$ cat config.mk
export PLATFORM = sky130hd
export DESIGN_NAME = ysyx_25060170_ifu_fsm
export DESIGN_NICKNAME = d
export VERILOG_FILES = /design/src/rtl/ysyx_25060170_ifu_fsm.sv
export SDC_FILE = /design/constraint.sdc
export NUM_CORES = 1
export LEC_CHECK = 0
export BUFFER_PORTS_ARGS = -buffer_cell sky130_fd_sc_hd__buf_2
export CAP_MARGIN = 5
export CORE_MARGIN = 2
export CORE_UTILIZATION = 48
export DETAILED_ROUTE_END_ITERATION = 12
export GPL_TIMING_DRIVEN = 0
export PLACE_DENSITY = 0.81
export SYNTH_ARGS = -nofsm -noshare
export SYNTH_HDL_FRONTEND = slang
export SYNTH_SLANG_ARGS = --single-unit
$ cat constraint.sdc
create_clock -name clk -period 2.2 [get_ports clk]
set_input_delay 0.44 -clock clk [delete_from_list [all_inputs] [get_ports clk]]
set_output_delay 0.44 -clock clk [all_outputs]
set_load 0.02 [all_outputs]
$ cat src/rtl/ysyx_25060170_ifu_fsm.sv
// Instruction fetch sequencer: one outstanding imem request, one registered beat to IDU.
// Optional misaligned-redirect trap is enabled by defining YSYX_25060170_IFU_MISALIGN_CHK_EN.
module ysyx_25060170_ifu_fsm #(
  parameter int              XLEN     = 32,
  parameter logic [XLEN-1:0] RESET_PC = 'h8000_0000
) (
  input  logic            clk,
  input  logic            rst,
  input  logic            redirect_valid,
  input  logic [XLEN-1:0] redirect_pc,
  output logic            imem_req_valid,
  input  logic            imem_req_ready,
  output logic [XLEN-1:0] imem_req_addr,
  input  logic            imem_rsp_valid,
  input  logic [31:0]     imem_rsp_data,
  output logic            out_valid,
  input  logic            out_ready,
  output logic [XLEN-1:0] out_pc,
  output logic [31:0]     out_inst,
`ifdef YSYX_25060170_IFU_MISALIGN_CHK_EN
  output logic            out_err,
`endif
  output logic [XLEN-1:0] pc
);

  // state | meaning
  // IDLE  | post-reset bubble, nothing valid
  // REQ   | request for pc presented to imem
  // WAIT  | request accepted, waiting for the response
  // HOLD  | fetched beat presented to IDU
  // DROP  | redirected with a response still in flight; discard it
  // ERR   | misaligned redirect trap beat (optional build only)
  typedef enum logic [2:0] {
    S_IDLE,
    S_REQ,
    S_WAIT,
    S_HOLD,
    S_DROP
`ifdef YSYX_25060170_IFU_MISALIGN_CHK_EN
    , S_ERR
`endif
  } state_e;

  state_e            state_q, state_d;
  logic [XLEN-1:0]   pc_q, pc_d;
  logic [XLEN-1:0]   out_pc_q, out_pc_d;
  logic [31:0]       out_inst_q, out_inst_d;
  logic [XLEN-1:0]   redir_pc;

`ifdef YSYX_25060170_IFU_MISALIGN_CHK_EN
  logic err_valid_q, err_valid_d;
  logic enter_err;
  assign redir_pc = redirect_pc;
`else
  // Without the trap, low bits are simply cleared on load.
  assign redir_pc = redirect_pc & ~XLEN'(3);
`endif

  always_ff @(posedge clk or negedge rst) begin
    if (!rst) begin
      state_q     <= S_IDLE;
      pc_q        <= RESET_PC;
      out_pc_q    <= '0;
      out_inst_q  <= '0;
`ifdef YSYX_25060170_IFU_MISALIGN_CHK_EN
      err_valid_q <= 1'b0;
`endif
    end else begin
      state_q     <= state_d;
      pc_q        <= pc_d;
      out_pc_q    <= out_pc_d;
      out_inst_q  <= out_inst_d;
`ifdef YSYX_25060170_IFU_MISALIGN_CHK_EN
      err_valid_q <= err_valid_d;
`endif
    end
  end

  always_comb begin
    state_d    = state_q;
    pc_d       = pc_q;
    out_pc_d   = out_pc_q;
    out_inst_d = out_inst_q;
`ifdef YSYX_25060170_IFU_MISALIGN_CHK_EN
    err_valid_d = err_valid_q;
    enter_err   = 1'b0;
`endif
    if (redirect_valid) begin
      pc_d = redir_pc;
      // DROP is needed only when an accepted request has not yet returned.
      if ((state_q == S_REQ && imem_req_ready) ||
          (state_q == S_WAIT && !imem_rsp_valid) ||
          (state_q == S_DROP)) begin
        state_d = S_DROP;
      end else begin
        state_d = S_REQ;
`ifdef YSYX_25060170_IFU_MISALIGN_CHK_EN
        enter_err = |redirect_pc[1:0];
`endif
      end
`ifdef YSYX_25060170_IFU_MISALIGN_CHK_EN
      err_valid_d = 1'b0;
`endif
    end else begin
      case (state_q)
        S_IDLE: state_d = S_REQ;
        S_REQ:  if (imem_req_ready) state_d = S_WAIT;
        S_WAIT: begin
          if (imem_rsp_valid) begin
            state_d    = S_HOLD;
            out_inst_d = imem_rsp_data;
            out_pc_d   = pc_q;
            pc_d       = pc_q + XLEN'(4);
          end
        end
        S_HOLD: if (out_ready) state_d = S_REQ;
        S_DROP: begin
          if (imem_rsp_valid) begin
            state_d = S_REQ;
`ifdef YSYX_25060170_IFU_MISALIGN_CHK_EN
            enter_err = |pc_q[1:0];
`endif
          end
        end
`ifdef YSYX_25060170_IFU_MISALIGN_CHK_EN
        S_ERR: if (out_ready) err_valid_d = 1'b0;
`endif
        default: state_d = S_IDLE;
      endcase
    end
`ifdef YSYX_25060170_IFU_MISALIGN_CHK_EN
    if (enter_err) begin
      state_d     = S_ERR;
      out_pc_d    = pc_d;
      out_inst_d  = '0;
      err_valid_d = 1'b1;
    end
`endif
  end

  assign imem_req_valid = (state_q == S_REQ);
  assign imem_req_addr  = pc_q;
  assign out_pc         = out_pc_q;
  assign out_inst       = out_inst_q;
  assign pc             = pc_q;
`ifdef YSYX_25060170_IFU_MISALIGN_CHK_EN
  assign out_err   = (state_q == S_ERR) && err_valid_q;
  assign out_valid = (state_q == S_HOLD) || out_err;
`else
  assign out_valid = (state_q == S_HOLD);
`endif

endmodule

==> run_results.csv <==
group,metric,value,unit
grt,grt_overflow,0,
timing,fmax,471,MHz
grt,antenna_found_initial,0,
critical_path,cp.required,2480,ps
timing,setup_viol_count_final,0,
placed_design,gp_congestion,0.864,
critical_path,max_stage_delay,590,ps
timing,min_period,2120,ps
floorplan,dieArea,10200,um^2
routing,drc_errors,0,
layout,diodes,0,
synth,ys_types,44,
layout,synthToLayoutAreaGrowth,32.1,%
synth,yosys_warnings,0,
clock_tree,cts_root_buf,"clkbuf_8",
layout,final_common_cell,"buf_2",
floorplan,die_h,101,um
grt,use_met2,0.387,
critical_path,path_cells,"nand4bb_4 > or4_4 > buf_2 > or4_1 > a31oi_1",
power_and_ir_drop,finalPower,6.27,mW
timing,worst_pin_slew,801,ps
synth,synth_edf_count,0,
clock_tree,h-tree-depth,3,
grt,grt_pass1_vias,3837,
timing,maxSlewHeadroom,0.461,
timing,worst_slack,75.4,ps
power_and_ir_drop,leakage,3.01,nW
routing,num_vias,3912,
grt,grt_pass1_wl,18400,um
critical_path,r2r_start,"state_q[0]",
clock_tree,cts_sinks,95,
floorplan,dieWidth,101,um
grt,grt_use_total,0.228,
floorplan,rows,35,
clock_tree,clock_latency,360,ps
routing,drtAntennaViolNets,0,
placed_design,post-place-ws,-397,ps
critical_path,arrival,2410,ps
synth,syn_area,4530,um^2
routing,finalWirelength,11800,um
grt,use_met1,0.288,
timing,finalHoldViolations,0,
layout,final_cell_mix,"198 x buf_2, 83 x dfrtp_1, 62 x mux2_2",
routing,viasPerCell,5.36,
synth,synthFlopType,"dfrtp_1",
critical_path,crit_type,"flop to flop",
timing,skew,10.7,ps
critical_path,slowest_stage,"or4_4",
layout,fin_util,0.651,
power_and_ir_drop,p_per_area,1050,nW/um^2
synth,avgSynthCellArea,11.3,um^2
placed_design,hpwlAfterDp,8660,um
layout,fin_nets,685,
floorplan,io_pins,200,
layout,drive_gt1_frac,0.562,
critical_path,cp_top_family,"simple AND/OR/NAND/NOR gates",
critical_path,cp_max_fo,10,
flow_run,drv_cap,0,
grt,busiest_layer,"met2",
floorplan,initial_core_util,0.493,
clock_tree,clockBufferDepth,2,
synth,syn_inst,402,
status,status,"finished, final reports clean",
clock_tree,cts_tree,"built",
clock_tree,cts_buffers,9,
hold_path,hold_class,"input port to asynchronous set/reset pin",
critical_path,path_buf_inv,1,
critical_path,cp-end-kind,"flop",
floorplan,fp.coreArea,9200,um^2
routing,dr.pass1.iters,4,
timing,slew_violations,0,
clock_tree,postCtsHoldBufs,0,
synth,ys_seq_area_frac,0.525,
critical_path,crit_path_start_kind,"flop",
critical_path,cp-startpoint,"state_q[0]",
grt,grt_max_degree,50,
clock_tree,path_clk_slew,100,ps
timing,finalCritPeriodShare,0.966,
synth,async_reset_ff_frac,1.00,
routing,post_drt_wl_per_cell,16.1,um
synth,synth_seq_cells,95,
routing,drt_iter0_markers,124,
placed_design,portBuffers,191,
grt,use_met3,0.0449,
power_and_ir_drop,ir_worst_vdd,0.672,mV
-- metrics by stage --
stage               instances  instance area, um^2  setup TNS [ps]  hold WS (ps)
global placement          709                 5650          -36100           483
detailed placement        710                 5680          -22790           490
global route              730                 5990           -11.8           119
floorplan                 407                 4550               0           144
finish                    730                 5990               0          85.8
CTS                       727                 5900               0          99.6
-- routing by layer --
layer	share of wire	routed length [um]	vias up
met1	0.41	4830	1885
met2	0.50	5880	188
li1	-	-	1817
met5	0	0	-
met4	0.022	258	0
met3	0.067	794	22
-- cell usage after synthesis (2+ instances only) --
| cell type | number | area share |
|---|---|---|
| or3_1 | 3 | 0.0041 |
| a211o_1 | 2 | 0.0039 |
| o21ai_0 | 24 | 0.027 |
| o311ai_0 | 3 | 0.0058 |
| xnor2_1 | 10 | 0.019 |
| or4_1 | 11 | 0.018 |
| clkbuf_1 | 11 | 0.0091 |
| nor2_1 | 19 | 0.016 |
| nand3_1 | 15 | 0.017 |
| o31ai_1 | 7 | 0.012 |
| mux2_2 | 62 | 0.15 |
| nand2_1 | 29 | 0.024 |
| o211ai_1 | 2 | 0.0033 |
| buf_4 | 36 | 0.060 |
| nor4_1 | 6 | 0.0083 |
| a31oi_1 | 13 | 0.018 |
| dfrtp_1 | 94 | 0.52 |
| inv_1 | 10 | 0.0083 |
| or2_2 | 2 | 0.0028 |
| nor3_1 | 3 | 0.0033 |
| nand4_1 | 7 | 0.0097 |
| buf_2 | 9 | 0.0099 |
| a21oi_1 | 3 | 0.0033 |
-- cell type report --
| cell class | count | area (um^2) |
|---|---|---|
| inverters | 10 | 37.5 |
| repair buffers | 196 | 1020 |
| clock buffers | 10 | 138 |
| well taps | 111 | 139 |
| multi-input cells | 246 | 1850 |
| fillers | 752 | 3210 |
| plain buffers | 56 | 360 |
| flip-flops and latches | 95 | 2390 |
| clock inverters | 6 | 52.6 |
-- flip-flops by register name (all words and copies together), names as in the netlist --
signal / cells
imem_req_addr: 30
out_pc: 30
out_inst: 32
state_q: 3
-- final timing paths --
check                                     to  slack, ps  cells past startpoint
max                        imem_req_addr[29]         80                      5
min                               out_pc[22]         90                      1
max reg2reg                imem_req_addr[29]         80                      5
min reg2reg                     out_inst[30]        510                      1
max in group asynchronous  imem_req_addr[31]       1420                      2
min in group clk            imem_req_addr[9]        290                      3
-- timing repair --
action / CTS / global route
setup endpoints to repair: 68 / 73
buffers inserted: 1 / 3
pin swaps: 0 / 2
resized for setup: 10 / 20
-- cells by family (layout without fill, tap and decap cells) --
family | after synthesis | in the layout | synth area share
AND/OR/NAND/NOR | 110 | 110 | 0.133
flip-flops | 95 | 95 | 0.525
buffers and inverters | 66 | 278 | 0.0870
multiplexers | 63 | 63 | 0.156
AO/OA/AOI/OAI | 55 | 55 | 0.0745
XOR/XNOR | 11 | 11 | 0.0213
adder cells (fa/ha/maj) | 1 | 1 | 0.00276
other | 1 | 6 | 0.000827
-- report_power, final --
group          switching [mW]  total (mW)  internal, mW
logic                    1.43        2.47          1.04
clock network           0.652        1.11         0.458
registers               0.378        2.69          2.31
Note: power is estimated with default switching activity, not from simulation.
